### src/rtl/lspc_timer_irq_if.sv
// rtl/lspc_timer_irq_if.sv - CPU register write bus into the LSPC timer/IRQ block
interface lspc_timer_irq_if;
  logic [15:0] CPU_D;
  logic        WR_TIMER_HIGH;
  logic        WR_TIMER_LOW;
  logic        WR_MODE;
  logic        WR_ACK;

  modport master (
    output CPU_D, WR_TIMER_HIGH, WR_TIMER_LOW, WR_MODE, WR_ACK
  );

  modport slave (
    input CPU_D, WR_TIMER_HIGH, WR_TIMER_LOW, WR_MODE, WR_ACK
  );
endinterface

### src/rtl/lspc_timer_irq.sv
// rtl/lspc_timer_irq.sv - LSPC pixel-rate timer, vblank and reset interrupt generator
module lspc_timer_irq #(
  parameter logic [31:0] RELOAD_AT_RESET = 32'h0000_0000
) (
  input  logic                  CLK_24MB,
  input  logic                  nRESETP,
  input  logic                  PIX_EN,
  input  logic                  VMODE,
  input  logic [8:0]            RASTERC,
  input  logic                  BNK,
  lspc_timer_irq_if.slave       bus,
  output logic                  IRQ_VBL,
  output logic                  IRQ_TIMER,
  output logic                  IRQ_RESET,
  output logic [31:0]           TIMER_Q
);

  logic [31:0] reload;
  logic [8:4]  mode;
  logic        bnk_q;

  logic [7:0]  line;
  logic        stop;
  logic        step;
  logic        zero_evt;
  logic        vbs;
  logic        low_load;
  logic [15:0] reload_hi_next;

  assign line = RASTERC[8:1];

  // First and last 16 PAL lines freeze the counter when M8 is set.
  assign stop = VMODE & mode[8] &
                (((line >= 8'h64) && (line <= 8'h6B)) || (line >= 8'hF8));

  assign step     = PIX_EN & ~stop;
  assign zero_evt = step & (TIMER_Q == 32'h0000_0000);
  assign vbs      = bnk_q & ~BNK;
  assign low_load = bus.WR_TIMER_LOW & mode[5];

  // A high word written on the same edge as the low word is taken as well.
  assign reload_hi_next = bus.WR_TIMER_HIGH ? bus.CPU_D : reload[31:16];

  always_ff @(posedge CLK_24MB or negedge nRESETP) begin
    if (!nRESETP) begin
      TIMER_Q   <= RELOAD_AT_RESET;
      reload    <= RELOAD_AT_RESET;
      mode      <= '0;
      bnk_q     <= 1'b1;
      IRQ_VBL   <= 1'b0;
      IRQ_TIMER <= 1'b0;
      IRQ_RESET <= 1'b1;
    end else begin
      bnk_q <= BNK;

      if (bus.WR_TIMER_HIGH) reload[31:16] <= bus.CPU_D;
      if (bus.WR_TIMER_LOW)  reload[15:0]  <= bus.CPU_D;
      if (bus.WR_MODE)       mode          <= bus.CPU_D[8:4];

      if (low_load)
        TIMER_Q <= {reload_hi_next, bus.CPU_D};
      else if (zero_evt)
        TIMER_Q <= mode[7] ? reload : 32'hFFFF_FFFF;
      else if (vbs && mode[6])
        TIMER_Q <= reload;
      else if (step)
        TIMER_Q <= TIMER_Q - 32'd1;

      // Set beats a same-cycle acknowledge.
      if (zero_evt && mode[4])
        IRQ_TIMER <= 1'b1;
      else if (bus.WR_ACK && bus.CPU_D[1])
        IRQ_TIMER <= 1'b0;

      if (vbs)
        IRQ_VBL <= 1'b1;
      else if (bus.WR_ACK && bus.CPU_D[2])
        IRQ_VBL <= 1'b0;

      if (bus.WR_ACK && bus.CPU_D[0])
        IRQ_RESET <= 1'b0;
    end
  end

endmodule

### src/flat_wrapper.sv
// flat-port wrapper written by rule: the top's interface ports become plain ports
module lspc_timer_irq_flat 
#(
  parameter logic [31:0] RELOAD_AT_RESET = 32'h0000_0000
)
  (CLK_24MB, nRESETP, PIX_EN, VMODE, RASTERC, BNK, IRQ_VBL, IRQ_TIMER, IRQ_RESET, TIMER_Q, bus_CPU_D, bus_WR_TIMER_HIGH, bus_WR_TIMER_LOW, bus_WR_MODE, bus_WR_ACK);
  lspc_timer_irq_if bus_i ();
  input  logic CLK_24MB;
  input  logic nRESETP;
  input  logic PIX_EN;
  input  logic VMODE;
  input  logic [8:0] RASTERC;
  input  logic BNK;
  output logic IRQ_VBL;
  output logic IRQ_TIMER;
  output logic IRQ_RESET;
  output logic [31:0] TIMER_Q;
  input wire logic [$bits(bus_i.CPU_D)-1:0] bus_CPU_D;
  input wire logic [$bits(bus_i.WR_TIMER_HIGH)-1:0] bus_WR_TIMER_HIGH;
  input wire logic [$bits(bus_i.WR_TIMER_LOW)-1:0] bus_WR_TIMER_LOW;
  input wire logic [$bits(bus_i.WR_MODE)-1:0] bus_WR_MODE;
  input wire logic [$bits(bus_i.WR_ACK)-1:0] bus_WR_ACK;
  assign bus_i.CPU_D = bus_CPU_D;
  assign bus_i.WR_TIMER_HIGH = bus_WR_TIMER_HIGH;
  assign bus_i.WR_TIMER_LOW = bus_WR_TIMER_LOW;
  assign bus_i.WR_MODE = bus_WR_MODE;
  assign bus_i.WR_ACK = bus_WR_ACK;
  lspc_timer_irq #(.RELOAD_AT_RESET(RELOAD_AT_RESET)) u_core (.CLK_24MB(CLK_24MB), .nRESETP(nRESETP), .PIX_EN(PIX_EN), .VMODE(VMODE), .RASTERC(RASTERC), .BNK(BNK), .bus(bus_i), .IRQ_VBL(IRQ_VBL), .IRQ_TIMER(IRQ_TIMER), .IRQ_RESET(IRQ_RESET), .TIMER_Q(TIMER_Q));
endmodule
### config.mk
export PLATFORM = sky130hd
export DESIGN_NAME = lspc_timer_irq_flat
export DESIGN_NICKNAME = d
export VERILOG_FILES = /design/src/rtl/lspc_timer_irq_if.sv /design/src/rtl/lspc_timer_irq.sv /design/src/flat_wrapper.sv
export SDC_FILE = /design/constraint.sdc
export NUM_CORES = 1
export LEC_CHECK = 0
export CORE_ASPECT_RATIO = 0.8
export CORE_MARGIN = 2
export CORE_UTILIZATION = 53
export DETAILED_ROUTE_END_ITERATION = 8
export PLACE_DENSITY = 0.9
export SYNTH_ARGS = -nofsm -noshare
export SYNTH_HDL_FRONTEND = slang
export SYNTH_SLANG_ARGS = --single-unit
### constraint.sdc
create_clock -name CLK_24MB -period 2.8 [get_ports CLK_24MB]
set_input_delay 0.28 -clock CLK_24MB [delete_from_list [all_inputs] [get_ports CLK_24MB]]
set_output_delay 0.28 -clock CLK_24MB [all_outputs]
set_load 0.01 [all_outputs]
### Yosys cells after proc, flatten, opt, wreduce, memory -nomap -nowiden

Index checks and enable logic that the tools add are counted.
W data, S select, Z words.

* register bits: 73
* input port bits: 34
* output and inout port bits: 35
* logic and storage cells: 41

* $add $sub $neg: 1
* order comparisons: 3
* muxes and demuxes: 10
* bitwise logic cells: 8
* reductions and logical operators: 11

Operators by type and width (number)
* $mux W32: 5
* $logic_not A32 Y1: 1
* $sub A32 B1 Y32 const B: 1
* $mux W16: 1
* $ge A8 B7 Y1 const B: 1
* $ge A8 B8 Y1 const B: 1
* $le A8 B7 Y1 const B: 1
* $and A1 B1 Y1: 6
* $logic_and A1 B1 Y1: 6
* $mux W1: 4
* $reduce_bool A2 Y1: 2
* $reduce_bool A4 Y1: 1
* $not A1 Y1: 2
* $logic_or A1 B1 Y1: 1

### Depth between registers and ports, before layout

* depth after elaboration: 10
* gate-level depth with buffers: 9
* gate-level depth less buffers: 8

### Least setup slack after synthesis

Ideal clock, no wire load.

* path type: register -> register
* start: register u_core.TIMER_Q[0]
* end: register u_core.TIMER_Q[22]
* library setup time: 0.139 ns
* arrival time: 2.274 ns
* required time: 2.661 ns
* setup slack: 0.387 ns
* cell stages (with the launch flop): 9
* buffers on the path: 1
* clock period less this slack: 2.413 ns
* cells stage by stage: dfrtp_1 inv_1 ha_1 or4b_4 or2_1 buf_6 or4_1 o221ai_2 a32oi_1

* cells in the longest elaborated chain, start to end: 5
* elaborated cells on any way between the ends: 8
* classes of those cells: add/sub (1); mux (4); bitwise (1); reduce/logical (2)

RTL lines
* from (decl): line lspc_timer_irq.sv:15 `output logic [31:0] TIMER_Q`
* from (signal assigned): line lspc_timer_irq.sv:61 `TIMER_Q <= {reload_hi_next, bus.CPU_D};`
* from (signal assigned): line lspc_timer_irq.sv:63 `TIMER_Q <= mode[7] ? reload : 32'hFFFF_FFFF;`
* from (signal assigned): line lspc_timer_irq.sv:65 `TIMER_Q <= reload;`
* $sub A32 B1 Y32: line lspc_timer_irq.sv:67 `TIMER_Q <= TIMER_Q - 32'd1;`
* $mux W32: line lspc_timer_irq.sv:66 `else if (step)`
* $mux W32: line lspc_timer_irq.sv:64 `else if (vbs && mode[6])`
* $mux W32: line lspc_timer_irq.sv:62 `else if (zero_evt)`
* $mux W32: line lspc_timer_irq.sv:60 `if (low_load)`

Parallel ways exist; a longest one is shown, timed or not. The select of a mux whose other input is x is not followed.
A chain may end at the register's enable or synchronous reset.

### Final worst setup path

Same ends and word-level chain as after synthesis.

==> impl_metrics.ini <==
[clock_network]
cts_sinks = 73
clkLatencyLatePin_ps = 360
clkTransAtPathRegs_ps = 70
cts_tree = built
htreeDepth = 3
root_buffer = clkbuf_8
cts_hold_buf = 1
cts_resized = 0
clockBufferDepth = 2
cts_setup_buffers = 0
cts_buffers = 9

[worst_hold_path]
hold_path_class = in -> reg

[setup_path]
worstPathRequired_ps = 3070
cp.arrival_ps = 2930
critPathLaunchType = flop
end_kind = flop
cp_max_fo = 30
critPathKind = reg -> reg

[sta]
worst_slew_pin_slew_ps = 486.1
fin_worst_skew_ps = 8.446
grt_setup_unrepaired = false
period_needed_ps = 2657
relSlewSlack_pct = 67.34
maxSlewViolCount = 0
whs_ps = 413.0
fin_crit_sh_pct = 94.88
finalHoldViolCount = 0
fin_setup_tns_ps = 0
clock.fmax_ghz = 0.3764
setup_viol = 0

[floorplan]
chipWidth_um = 98.78
io_pins = 69
core-area_sq_um = 6925
die_area_sq_um = 7884
die_h_um = 79.82
rows = 27
initial_core_util_pct = 55.00

[placed_design]
dp.cells = 500
detailed_place_hpwl_mm = 7.153
io_buffers = 65
placed_cell_area_sq_um = 4618
gp_congestion = 0.8543

[pwr]
ir_worst_vdd_mv = 0.3758
leakage_nw = 2.021
total_power_w = 0.003340
p_per_area_nw_per_um2 = 689.7

[synthesis]
synth_edf_count = 0
synthCells = 353
synth.distinct_cells = 55
ys_seq_area_share_pct = 48.03
syn_avg_cell_area_sq_um = 10.79
synthArstFlopShare_pct = 100.0
syn-num-nets = 388
netlist_area_sq_um = 3809
ys_warn_count = 0
ys.flop_type = dfrtp_1
ys_ff_latch = 73

[finish]
drive_above_1_share_pct = 19.11
fillers = 465
num_antenna_cells = 0
stdcell_count = 516
syn_to_final_growth_pct = 27.14
register_area_sq_um = 1829
multiInputGateArea_sq_um = 1866
fin_nets = 460
design_area_sq_um = 4842

[route]
drt_iter0_drc = 277
drc = 0
routed_wire_length_per_instance_um = 21.14
dr.pass1.iters = 6
vias_per_cell = 6.641
via_count = 3427
ant_nets = 0
routed_wl_mm = 10.91

[global_route]
grt_pass1_wl_mm = 17.34
grt_use_total_pct = 28.50
antenna_found_initial = 0
grt_max_degree = 74
grt_pass1_vias = 3356
grt-ovfl-total = 0

[run_status]
status = finished clean

[flow_run]
max_cap_violations = 0
registers in the layout (all words and copies together), names as in the netlist:
register / flops
u_core.IRQ_RESET: 1
u_core.IRQ_TIMER: 1
u_core.IRQ_VBL: 1
u_core.TIMER_Q: 32
u_core.bnk_q: 1
u_core.mode: 5
u_core.reload: 32
final cells by class:
type                       instances  share of cell area, %
clock buffer                      13                  3.695
clock inverter                     2                 0.7235
inverter                           5                 0.3876
multi-input combinational        255                  38.53
sequential                        73                  37.78
tap                               87                  2.248
timing repair buffer              81                  16.64
worst max-delay path, stage by stage (launching register included):
cell	delay (ps)
dfrtp_1	380
inv_1	70
ha_1	240
or4b_4	540
nor3_4	280
nand4_2	220
mux2i_2	290
buf_12	230
o221ai_2	110
a32oi_1	200
worst paths after layout:
path,startpoint,to,slack (ps),cells past startpoint
min in group asynchronous,nRESETP,u_core.TIMER_Q[9],450,3
setup / recovery,u_core.TIMER_Q[0],u_core.TIMER_Q[22],140,9
setup reg to reg,u_core.TIMER_Q[0],u_core.TIMER_Q[22],140,9
hold / removal,BNK,u_core.bnk_q,410,1
hold reg to reg,u_core.IRQ_RESET,u_core.IRQ_RESET,480,1
max in group asynchronous,nRESETP,u_core.IRQ_RESET,1960,3
cells by family (layout without fill, tap and decap cells):
| logic type | after synthesis | after routing | share of synthesized area (%) |
|---|---|---|---|
| xor+xnor | 22 | 22 | 5.059 |
| flops | 73 | 73 | 48.03 |
| fa+ha+maj | 1 | 1 | 0.3285 |
| buf+inv | 25 | 101 | 3.088 |
| simple gates | 111 | 111 | 15.54 |
| compound gates | 83 | 83 | 16.79 |
| mux | 38 | 38 | 11.17 |
power breakdown:
| group | leakage [nW] | internal, W | switching, W | total, W |
|---|---|---|---|---|
| Clock | 0.112 | 0.000503 | 0.000386 | 0.000889 |
| Sequential | 0.862 | 0.00123 | 0.000218 | 0.00144 |
| Combinational | 1.05 | 0.000522 | 0.000486 | 0.00101 |
cells in the final DEF (no fill, tap or decap), types with 5 or more instances in the layout:
cell type / count
o21ai_0: 6
xnor2_1: 6
a22oi_1: 24
clkdlybuf4s50_1: 64
nand2_1: 43
nor3_1: 11
inv_1: 5
o221ai_1: 22
dfrtp_1: 71
a211oi_1: 5
nor2_1: 17
mux2_2: 36
xor2_1: 16
nor4_1: 8
clkbuf_8: 13
o22ai_1: 8
buf_4: 12
metal layers:
metal,GRT usage (%),up-vias,wire [um]
met4,9.315,0,223
met5,0,-,0
met3,9.107,31,1266
met2,43.04,229,5086
li1,-,1486,-
met1,39.17,1681,4331
stage by stage:
stage / util [%] / setup slack [ps]
floorplan: - / 387.1
global placement: 66.68 / 222.1
detailed placement: 66.68 / 193.7
CTS: 69.92 / 167.4
global route: 69.92 / 43.81
finish: 69.92 / 143.4
cells in the mapped netlist (all sizes together) (7+ instances only):
cell type,n,area (sq um)
o21ai,7,35.03
o221ai,23,207.7
o22ai,8,50.05
nor3,13,81.33
nand2,43,161.4
nor2,17,63.81
a22oi,24,180.2
buf,8,53.80
nor4,8,50.05
xor2,16,140.1
clkbuf,12,45.04
dfrtp,71,1777
mux2,36,405.4
Note: power is estimated with default switching activity, not from simulation.
